[config.mk]
export PLATFORM = sky130hd
export DESIGN_NAME = ram_burst_master
export DESIGN_NICKNAME = d
export VERILOG_FILES = /design/src/rtl/ram_master_pkg.sv /design/src/rtl/ram_rd_skid.sv /design/src/rtl/ram_burst_master.sv
export SDC_FILE = /design/constraint.sdc
export NUM_CORES = 1
export LEC_CHECK = 0
export ABC_AREA = 1
export BUFFER_PORTS_ARGS = -buffer_cell sky130_fd_sc_hd__clkbuf_2
export CAP_MARGIN = 30
export CORE_ASPECT_RATIO = 1.5
export CORE_MARGIN = 3
export CORE_UTILIZATION = 53
export DETAILED_ROUTE_END_ITERATION = 8
export PLACE_DENSITY = 0.85
export SYNTH_ARGS = -nofsm -noshare
export SYNTH_HDL_FRONTEND = slang
export SYNTH_SLANG_ARGS = --single-unit
[constraint.sdc]
create_clock -name clk_i -period 4.4 [get_ports clk_i]
set_input_delay 0 -clock clk_i [delete_from_list [all_inputs] [get_ports clk_i]]
set_output_delay 0 -clock clk_i [all_outputs]
set_load 0.03 [all_outputs]
[src/rtl/ram_master_pkg.sv]
// ---------------------------------------------------------------------------
// ram_master_pkg: shared types and address helper for the RAM burst master.
// Rev 1.0
// ---------------------------------------------------------------------------
`default_nettype none

package ram_master_pkg;

  localparam int RAM_DATA_W = 16;

  typedef enum logic [1:0] {
    ST_IDLE  = 2'd0,
    ST_WRITE = 2'd1,
    ST_READ  = 2'd2,
    ST_DRAIN = 2'd3
  } state_e;

  typedef struct packed {
    logic                  last;
    logic [RAM_DATA_W-1:0] data;
  } rd_entry_t;

  // Wraps only at ram_size-1; other values simply increment.
  function automatic logic [31:0] next_addr(input logic [31:0] addr,
                                            input logic [31:0] ram_size);
    if (addr == ram_size - 32'd1) return 32'd0;
    return addr + 32'd1;
  endfunction

endpackage

`default_nettype wire

[src/rtl/ram_rd_skid.sv]
// ---------------------------------------------------------------------------
// ram_rd_skid: 2-entry read-return FIFO; head entry is a register.
// Rev 1.0
// ---------------------------------------------------------------------------
`default_nettype none

module ram_rd_skid
  import ram_master_pkg::*;
(
  input  logic      clk_i,
  input  logic      rst_ni,
  input  logic      push_i,
  input  rd_entry_t push_entry_i,
  input  logic      pop_i,
  output rd_entry_t head_o,
  output logic [1:0] count_o
);

  rd_entry_t  head_q, head_d;
  rd_entry_t  tail_q, tail_d;
  logic [1:0] count_q, count_d;
  logic       w_pop;

  assign w_pop = pop_i && (count_q != 2'd0);

  always_ff @(posedge clk_i or negedge rst_ni) begin
    if (!rst_ni) begin
      head_q  <= '0;
      tail_q  <= '0;
      count_q <= 2'd0;
    end else begin
      head_q  <= head_d;
      tail_q  <= tail_d;
      count_q <= count_d;
    end
  end

  always_comb begin
    head_d  = head_q;
    tail_d  = tail_q;
    count_d = count_q;
    case ({push_i, w_pop})
      2'b10: begin
        if (count_q == 2'd0) head_d = push_entry_i;
        else                 tail_d = push_entry_i;
        count_d = count_q + 2'd1;
      end
      2'b01: begin
        head_d  = tail_q;
        count_d = count_q - 2'd1;
      end
      2'b11: begin
        if (count_q == 2'd1) begin
          head_d = push_entry_i;
        end else begin
          head_d = tail_q;
          tail_d = push_entry_i;
        end
      end
      default: ;
    endcase
  end

  assign head_o  = head_q;
  assign count_o = count_q;

endmodule

`default_nettype wire

[src/rtl/ram_burst_master.sv]
// ---------------------------------------------------------------------------
// ram_burst_master: valid/ready burst initiator for a 1-cycle-latency RAM.
// Optional feature macro: RAM_BURST_RANGE_CHECK_EN (adds err_addr_o).
// Rev 1.0
// ---------------------------------------------------------------------------
`default_nettype none

module ram_burst_master
  import ram_master_pkg::*;
#(
  parameter int DATA_W   = RAM_DATA_W,
  parameter int ADDR_W   = 12,
  parameter int RAM_SIZE = 3072,
  parameter int LEN_W    = 8
) (
  input  logic              clk_i,
  input  logic              rst_ni,
  input  logic              cmd_valid_i,
  output logic              cmd_ready_o,
  input  logic              cmd_write_i,
  input  logic [ADDR_W-1:0] cmd_addr_i,
  input  logic [LEN_W-1:0]  cmd_len_i,
  input  logic              wr_valid_i,
  output logic              wr_ready_o,
  input  logic [DATA_W-1:0] wr_data_i,
  output logic              rd_valid_o,
  input  logic              rd_ready_i,
  output logic [DATA_W-1:0] rd_data_o,
  output logic              rd_last_o,
  output logic              ram_rden_o,
  output logic              ram_wren_o,
  output logic [ADDR_W-1:0] ram_addr_o,
  output logic [DATA_W-1:0] ram_wdata_o,
  input  logic [DATA_W-1:0] ram_rdata_i,
  output logic              busy_o
`ifdef RAM_BURST_RANGE_CHECK_EN
  ,
  output logic              err_addr_o
`endif
);

  state_e            state_q, state_d;
  logic [ADDR_W-1:0] addr_q, addr_d;
  logic [LEN_W-1:0]  remain_q, remain_d;
  logic              inflight_q, inflight_d;
  logic              inflight_last_q, inflight_last_d;
  logic [ADDR_W-1:0] w_addr_next;
  logic              w_pop;
  logic              w_room;
  logic [1:0]        w_count;
  rd_entry_t         w_push_entry;
  rd_entry_t         w_head;

`ifdef RAM_BURST_RANGE_CHECK_EN
  logic err_q, err_d;
  logic w_cmd_oob;
  assign w_cmd_oob  = 32'(cmd_addr_i) >= 32'(RAM_SIZE);
  assign err_addr_o = err_q;
`endif

  assign w_addr_next = ADDR_W'(next_addr(32'(addr_q), 32'(RAM_SIZE)));
  assign w_pop       = rd_valid_o && rd_ready_i;
  // A read may issue only if its data is guaranteed a FIFO slot when it returns.
  assign w_room      = ({1'b0, w_count} + {2'b00, inflight_q} - {2'b00, w_pop}) < 3'd2;

  assign inflight_d      = ram_rden_o;
  assign inflight_last_d = ram_rden_o && (remain_q == '0);

  always_ff @(posedge clk_i or negedge rst_ni) begin
    if (!rst_ni) begin
      state_q         <= ST_IDLE;
      addr_q          <= '0;
      remain_q        <= '0;
      inflight_q      <= 1'b0;
      inflight_last_q <= 1'b0;
`ifdef RAM_BURST_RANGE_CHECK_EN
      err_q           <= 1'b0;
`endif
    end else begin
      state_q         <= state_d;
      addr_q          <= addr_d;
      remain_q        <= remain_d;
      inflight_q      <= inflight_d;
      inflight_last_q <= inflight_last_d;
`ifdef RAM_BURST_RANGE_CHECK_EN
      err_q           <= err_d;
`endif
    end
  end

  always_comb begin
    state_d  = state_q;
    addr_d   = addr_q;
    remain_d = remain_q;
`ifdef RAM_BURST_RANGE_CHECK_EN
    err_d    = 1'b0;
`endif
    case (state_q)
      ST_IDLE: begin
        if (cmd_valid_i) begin
          addr_d   = cmd_addr_i;
          remain_d = cmd_len_i;
          state_d  = cmd_write_i ? ST_WRITE : ST_READ;
`ifdef RAM_BURST_RANGE_CHECK_EN
          if (w_cmd_oob) begin
            state_d = ST_IDLE;
            err_d   = 1'b1;
          end
`endif
        end
      end
      ST_WRITE: begin
        if (wr_valid_i) begin
          addr_d   = w_addr_next;
          remain_d = remain_q - LEN_W'(1);
          if (remain_q == '0) state_d = ST_IDLE;
        end
      end
      ST_READ: begin
        if (ram_rden_o) begin
          addr_d   = w_addr_next;
          remain_d = remain_q - LEN_W'(1);
          if (remain_q == '0) state_d = ST_DRAIN;
        end
      end
      ST_DRAIN: begin
        if (!inflight_q && (w_count == 2'd0)) state_d = ST_IDLE;
      end
      default: state_d = ST_IDLE;
    endcase
  end

  always_comb begin
    cmd_ready_o = 1'b0;
    wr_ready_o  = 1'b0;
    ram_wren_o  = 1'b0;
    ram_rden_o  = 1'b0;
    ram_addr_o  = '0;
    case (state_q)
      ST_IDLE:  cmd_ready_o = 1'b1;
      ST_WRITE: begin
        wr_ready_o = 1'b1;
        ram_wren_o = wr_valid_i;
        ram_addr_o = addr_q;
      end
      ST_READ: begin
        ram_rden_o = w_room;
        ram_addr_o = addr_q;
      end
      default: ;
    endcase
  end

  assign w_push_entry.last = inflight_last_q;
  assign w_push_entry.data = ram_rdata_i;

  ram_rd_skid u_skid (
    .clk_i        (clk_i),
    .rst_ni       (rst_ni),
    .push_i       (inflight_q),
    .push_entry_i (w_push_entry),
    .pop_i        (w_pop),
    .head_o       (w_head),
    .count_o      (w_count)
  );

  assign rd_valid_o  = (w_count != 2'd0);
  assign rd_data_o   = w_head.data;
  assign rd_last_o   = rd_valid_o && w_head.last;
  assign ram_wdata_o = wr_data_i;
  assign busy_o      = (state_q != ST_IDLE) || rd_valid_o;

endmodule

`default_nettype wire

[After elaboration in Yosys (flattened, before gate mapping)]
Index checks and enable logic that the tools add are counted.
Word-level totals
  output and inout bits: 51
  logic and storage cells: 86
  bits in registers: 60
Cells by class
  mux-type cells: 31
  add/subtract/negate cells: 6
  equality and inequality tests: 17
  reduce and logical (&&, ||, !) cells: 21
  magnitude comparators: 1
Operators with widths (number)
  12-bit 2-to-1 mux: 6
  17-bit 2-to-1 mux: 4
  17-bit one-hot mux with 3 select lines: 1
  12-bit one-hot mux with 3 select lines: 1
  17-bit one-hot mux with 2 select lines: 1
  8-bit 2-to-1 mux: 3
  8-bit one-hot mux with 3 select lines: 1
  2-bit != test, second input constant: 9
  2-bit 2-to-1 mux: 7
  12-bit by 1-bit adder with 12-bit output, second input constant: 1
  12-bit equality test, second input constant: 1
  2-bit equality test, second input constant: 4
  8-bit logical NOT: 1
  2-bit one-hot mux with 4 select lines: 1
  2-bit nonzero test: 4
  8-bit by 1-bit subtractor with 8-bit output, second input constant: 1
  2-bit by 1-bit equality test with 1-bit output, second input constant: 3
  6-bit AND reduction: 1
  3-bit nonzero test: 2
  1-bit logical AND: 5
  1-bit 2-to-1 mux: 5
  2-bit logical NOT: 2
  2-bit one-hot mux with 2 select lines: 1
  4-bit AND reduction: 1
  other kinds (10): 10

[Longest topological paths before layout]
  depth in word-level cells: 7
  depth in mapped cells: 20
  depth with buffers taken out: 17

[Cells and area by module]
A second synthesis with hierarchy kept.
Second synthesis, totals
  cells, all modules: 560
  area total of the unflattened synthesis: 3854.9 um2
By module, submodules not included
  ram_burst_master: area each 2052.0 um2, instances 1, cells each 327
  ram_rd_skid: area each 1803.0 um2, instances 1, cells each 233

[Least setup slack after synthesis]
Ideal clock, no wire load.
  path kind: register to register
  from: register u_skid.count_q[1], in the netlist u_skid.count_o[1]
  to: register remain_q[5]
  data required time: 4284 ps
  period minus slack after synthesis: 3214 ps
  slack: 1186 ps
  arrival: 3097 ps
  cell stages (with the launch flop): 19
  buffers on the path: 3
  path through: dfrtp_1 > inv_2 > ha_1 > inv_1 > nand2_1 > buf_2 > buf_2 > inv_1 > ha_1 > or2_2 > fa_1 > nand3_4 > nand2_4 > nand3_4 > inv_2 > buf_6 > nand2_1 > nand2_1 > nand2_1
On the way
  longest elaborated chain between the ends: 7
Ends and longest elaborated chain
  start: declaration: RTL line ram_rd_skid.sv:21  | logic [1:0] count_q, count_d;
  start signal: assignment: RTL line ram_rd_skid.sv:34  | count_q <= count_d;
  2-bit nonzero test: RTL line ram_burst_master.sv:167  | assign rd_valid_o = (w_count != 2'd0);
  net rd_valid_o: RTL line ram_burst_master.sv:26  | output logic rd_valid_o,
  1-bit logical AND: RTL line ram_burst_master.sv:62  | assign w_pop = rd_valid_o && rd_ready_i;
  3-bit by 1-bit subtractor with 3-bit output: RTL line ram_burst_master.sv:64  | assign w_room = ({1'b0, w_count} + {2'b00, inflight_q} - {2'b00, w_pop}) < 3'd2;
  3-bit by 2-bit less-than comparator with 1-bit output: RTL line ram_burst_master.sv:64
  1-bit 2-to-1 mux: RTL line ram_burst_master.sv:139  | case (state_q)
  2-bit != test (no line)
  4-bit AND reduction (no line)
  end signal: assignment: RTL line ram_burst_master.sv:82  | remain_q <= remain_d;
  end: declaration: RTL line ram_burst_master.sv:44  | logic [LEN_W-1:0] remain_q, remain_d;
The timed path passes the listed nets, and every way through them passes these cells.
A chain may end at the register's enable or synchronous reset.

[Worst setup path in the final report]
  from: register u_skid.count_q[1], in the netlist u_skid.count_o[1]
  to: register remain_q[5]
On the way
  longest elaborated chain between the ends: 7
Ends and longest elaborated chain (RTL line)
  branches (longest 2 deep; another with 2-bit by 1-bit adder with 3-bit output)
  3-bit by 1-bit subtractor with 3-bit output *: ram_burst_master.sv:64
  3-bit by 2-bit less-than comparator with 1-bit output *: ram_burst_master.sv:64
  1-bit 2-to-1 mux *: ram_burst_master.sv:139
  2-bit != test (no line) *
  4-bit AND reduction (no line) *
Every way passes the cells marked *.

==> summary.txt <==
Synth
  • Mapped Nets: 613
  • Post-synthesis cell area: a little under 4000 um2
  • Mean Syn Cell Area: just over 7 um2
  • Yosys cell types: 38
  • Register bit count reported by yosys: 60
  • Synth warn: 0
  • Register area share after synthesis: around two fifths
  • Gate Count Post-Synth: ~540

Setup path
  • Critical path startpoint category: flip-flop
  • Worst Path Required: 4.64 ns
  • Max stage delay on crit path: around 0.54 ns
  • Cell Chain, Critical Path: inv_2, ha_1, inv_1, nand2_1, buf_4, inv_1, ha_1, or2_2, fa_1, nand3_4, nand2_4, nand3_4, inv_2, nand2_1, nand2_1, nand2_1
  • Worst EP arrival: 3.59 ns
  • Worst Path Max Fanout: 20
  • Worst path most repeated cell: nand2_1
  • Critical path class: flip-flop to flip-flop
  • Slowest cell on crit path: fa_1
  • CP endpoint kind: flip-flop

Floorplanning
  • Core Region: between 6000 and 7000 um2
  • Die H: around 110 um
  • Die ar.: ~8400 um2
  • FP Rows: 37
  • Initial core utilization: 55.4%
  • Chip Width: between 70 and 80 um
  • I/O Pins: 109

Timing
  • Final setup fails: 0
  • Total Neg Setup Slack: 0 ns
  • Worst Max-Slew Pin Slew: about 0.98 ns
  • Slew Viols, Final: 0
  • Hold Slack: around 0.000013 ns
  • Slew HR: 34.5%
  • Final hold vios: 0
  • RSZ-0062 raised after global routing: false
  • Setup Skew: between 0.009 and 0.01 ns
  • Achievable Freq: 299 MHz
  • Final worst setup slack: around 1.1 ns
  • Tmin final: between 3 and 4 ns
  • Final period util: between 70% and 80%

Drt
  • 1st-iter DRT viols: roughly 170
  • Drt first pass iters: 5
  • Average via count per standard cell: 5.05
  • WL/cell: ~13 um
  • Post-DRT Antenna Nets: 0
  • DRC Markers: 0
  • Via count: roughly 3,600
  • WL final: between 9 and 10 mm

Clock tree
  • CTS tree: yes
  • Post-cts sizing count: 0
  • Clk sink count: 60
  • Post-CTS Setup Inserts: 0
  • CTS Buf Count: 9
  • Max clock buf depth: 2
  • # hold bufs at CTS: 34
  • Clock slew at reported path FFs: 0.07 ns
  • Worst skew pair latency: between 0.3 and 0.4 ns
  • H-tree depth: 3
  • Root Driver: clkbuf_8

Layout
  • Nets: 689
  • Register area: roughly 1500 um2
  • Layout area overhead: 19.2%
  • Fill count: between 500 and 600
  • # diodes: 0
  • Multi-input gate area: about 1700 um2
  • Fin area: about 4600 um2
  • Layout cell share with drive strength beyond 1: between 10% and 20%

Power
  • Clock power frac: about 15%
  • Leak: 2.59 nW
  • Seq pwr share: approximately 28%
  • Logic pwr share: between 50% and 60%
  • Pwr/cell area: 777 nW/um2
  • Sw power: 0.00183 W
  • Switching Fraction: 50.9%
  • Cell-internal power: 0.00176 W
  • Worst VDD drop: about 0.00046 V

GRT
  • Global-route usage over all layers: between 20% and 30%
  • First-pass GRT wire length: 15.1 mm
  • Largest net degree at the start of global routing: 61
  • Vias in the first global route: about 3,500
  • Grt total ovfl: 0
  • Initial antenna violation count: 0

Flow run
  • Max Cap Viol: 0

Worst hold path
  • Worst Hold Class: input port to output pin

Placed design
  • DP Wirelength: roughly 6.2 mm
  • I/O Buffers: 76
  • DP Worst Slack: about 1.0 ns
  • Placed cell areas: 4070 um2
  • RePlAce Congestion: 0.920

Outcome
  • Outcome: finished, final reports clean
worst max-delay path, delay by kind of cell, from the launching register on:
family / cells / cell delay [ns]
adders and majority gates: 3 / 1.05
and+or+nand+nor: 8 / 0.95
DFF: 1 / 0.43
buffers and inverters: 5 / 0.80
state kept, by name (all words and copies together) (netlist names):
| register | flops |
|---|---|
| u_skid.head_o | 17 |
| inflight_q | 1 |
| u_skid.tail_q | 17 |
| addr_q | 12 |
| inflight_last_q | 1 |
| state_q | 2 |
| u_skid.count_o | 2 |
| remain_q | 8 |
path summary, 6_finish.rpt:
| path | slack, ns | cells past startpoint | endpoint | start |
|---|---|---|---|---|
| min in group asynchronous | 0.34 | 3 | u_skid.tail_q[6]$_DFFE_PN0P_ | rst_ni |
| hold / removal | 0.00001 | 0 | ram_wdata_o[12] | wr_data_i[12] |
| hold reg to reg | 0.49 | 2 | u_skid.tail_q[10]$_DFFE_PN0P_ | u_skid.tail_q[10]$_DFFE_PN0P_ |
| setup reg to reg | 1.06 | 16 | remain_q[5]$_DFFE_PN0P_ | u_skid.count_o[1]$_DFFE_PN0P_ |
| setup / recovery | 1.06 | 16 | remain_q[5]$_DFFE_PN0P_ | u_skid.count_o[1]$_DFFE_PN0P_ |
| max in group asynchronous | 3.54 | 3 | addr_q[4]$_DFFE_PN0P_ | rst_ni |
kinds of logic after synthesis:
kind of cell             count (synthesis)  share of synthesized area (%)
AND/OR/NAND/NOR                        250                           27.5
buffers and inverters                  141                           17.6
AO/OA/AOI/OAI                           73                           10.7
flip-flops                              60                           38.7
adder cells (fa/ha/maj)                 14                           4.71
XOR/XNOR                                 3                          0.678
synth_stat cells:
cell type | count | area share, %
nand2_1 | 154 | 15
inv_1 | 87 | 8.4
dfrtp_1 | 60 | 39
nor2_1 | 41 | 4.0
nand3_1 | 33 | 4.3
buf_4 | 32 | 6.2
o21ai_0 | 28 | 3.6
o22ai_1 | 17 | 2.7
ha_1 | 13 | 4.2
o21ai_1 | 12 | 1.5
buf_2 | 9 | 1.2
nand4_1 | 9 | 1.5
a21oi_1 | 6 | 0.77
inv_2 | 5 | 0.48
buf_6 | 3 | 0.87
clkbuf_1 | 3 | 0.29
nand2_2 | 3 | 0.48
a21boi_0 | 2 | 0.39
nand3_4 | 2 | 0.90
nor2_2 | 2 | 0.32
o21ai_2 | 2 | 0.45
xnor2_1 | 2 | 0.45
a21oi_2 | 1 | 0.23
a22oi_1 | 1 | 0.19
a31oi_1 | 1 | 0.16
buf_1 | 1 | 0.097
clkinv_1 | 1 | 0.097
fa_1 | 1 | 0.52
nand2_4 | 1 | 0.29
nor2_4 | 1 | 0.29
nor3_1 | 1 | 0.13
nor3b_1 | 1 | 0.19
nor4_1 | 1 | 0.16
o211ai_1 | 1 | 0.19
o21a_1 | 1 | 0.19
o31ai_1 | 1 | 0.19
or2_2 | 1 | 0.16
xor2_1 | 1 | 0.23
per-stage QoR:
step | util [%] | power (W) | instances
global placement | 58.2 | 0.00294 | 669
finish | 66.1 | 0.00359 | 719
floorplan | - | 0.00269 | 541
CTS | 66.1 | 0.00359 | 719
detailed placement | 58.2 | 0.00301 | 669
global route | 66.1 | 0.00390 | 719
final cells by class:
| class | count | share of cell area, % |
|---|---|---|
| well taps | 97 | 2.63 |
| clock buffers | 9 | 2.68 |
| multi-input cells | 340 | 36.6 |
| clock inverters | 7 | 1.98 |
| flip-flops and latches | 60 | 32.5 |
| repair buffers | 113 | 16.1 |
| inverters | 93 | 7.55 |
cells in the final DEF, fill, tap and decap left out, types with 13 or more instances in the layout:
cell	n
clkbuf_2	76
dfrtp_1	60
dlygate4sd3_1	34
ha_1	13
inv_1	87
nand2_1	154
nand3_1	33
nor2_1	41
o21ai_0	28
o22ai_1	17
layer usage:
metal	wire length (um)	global-route usage [%]
met1	3630	25.6
met2	4750	39.1
met3	550	6.62
met4	201	8.52
met5	0	0
power by group through the flow:
stage | clock, W | combinational [W] | sequential (W)
6_report | 0.000546 | 0.00203 | 0.00101
3_3_place_gp | 0 | 0.00194 | 0.00100
4_1_cts | 0.000556 | 0.00203 | 0.00101
2_1_floorplan | 0 | 0.00173 | 0.000957
5_1_grt | 0.000576 | 0.00229 | 0.00104
3_5_place_dp | 0 | 0.00199 | 0.00101
Power figures use the tool's default switching activity.
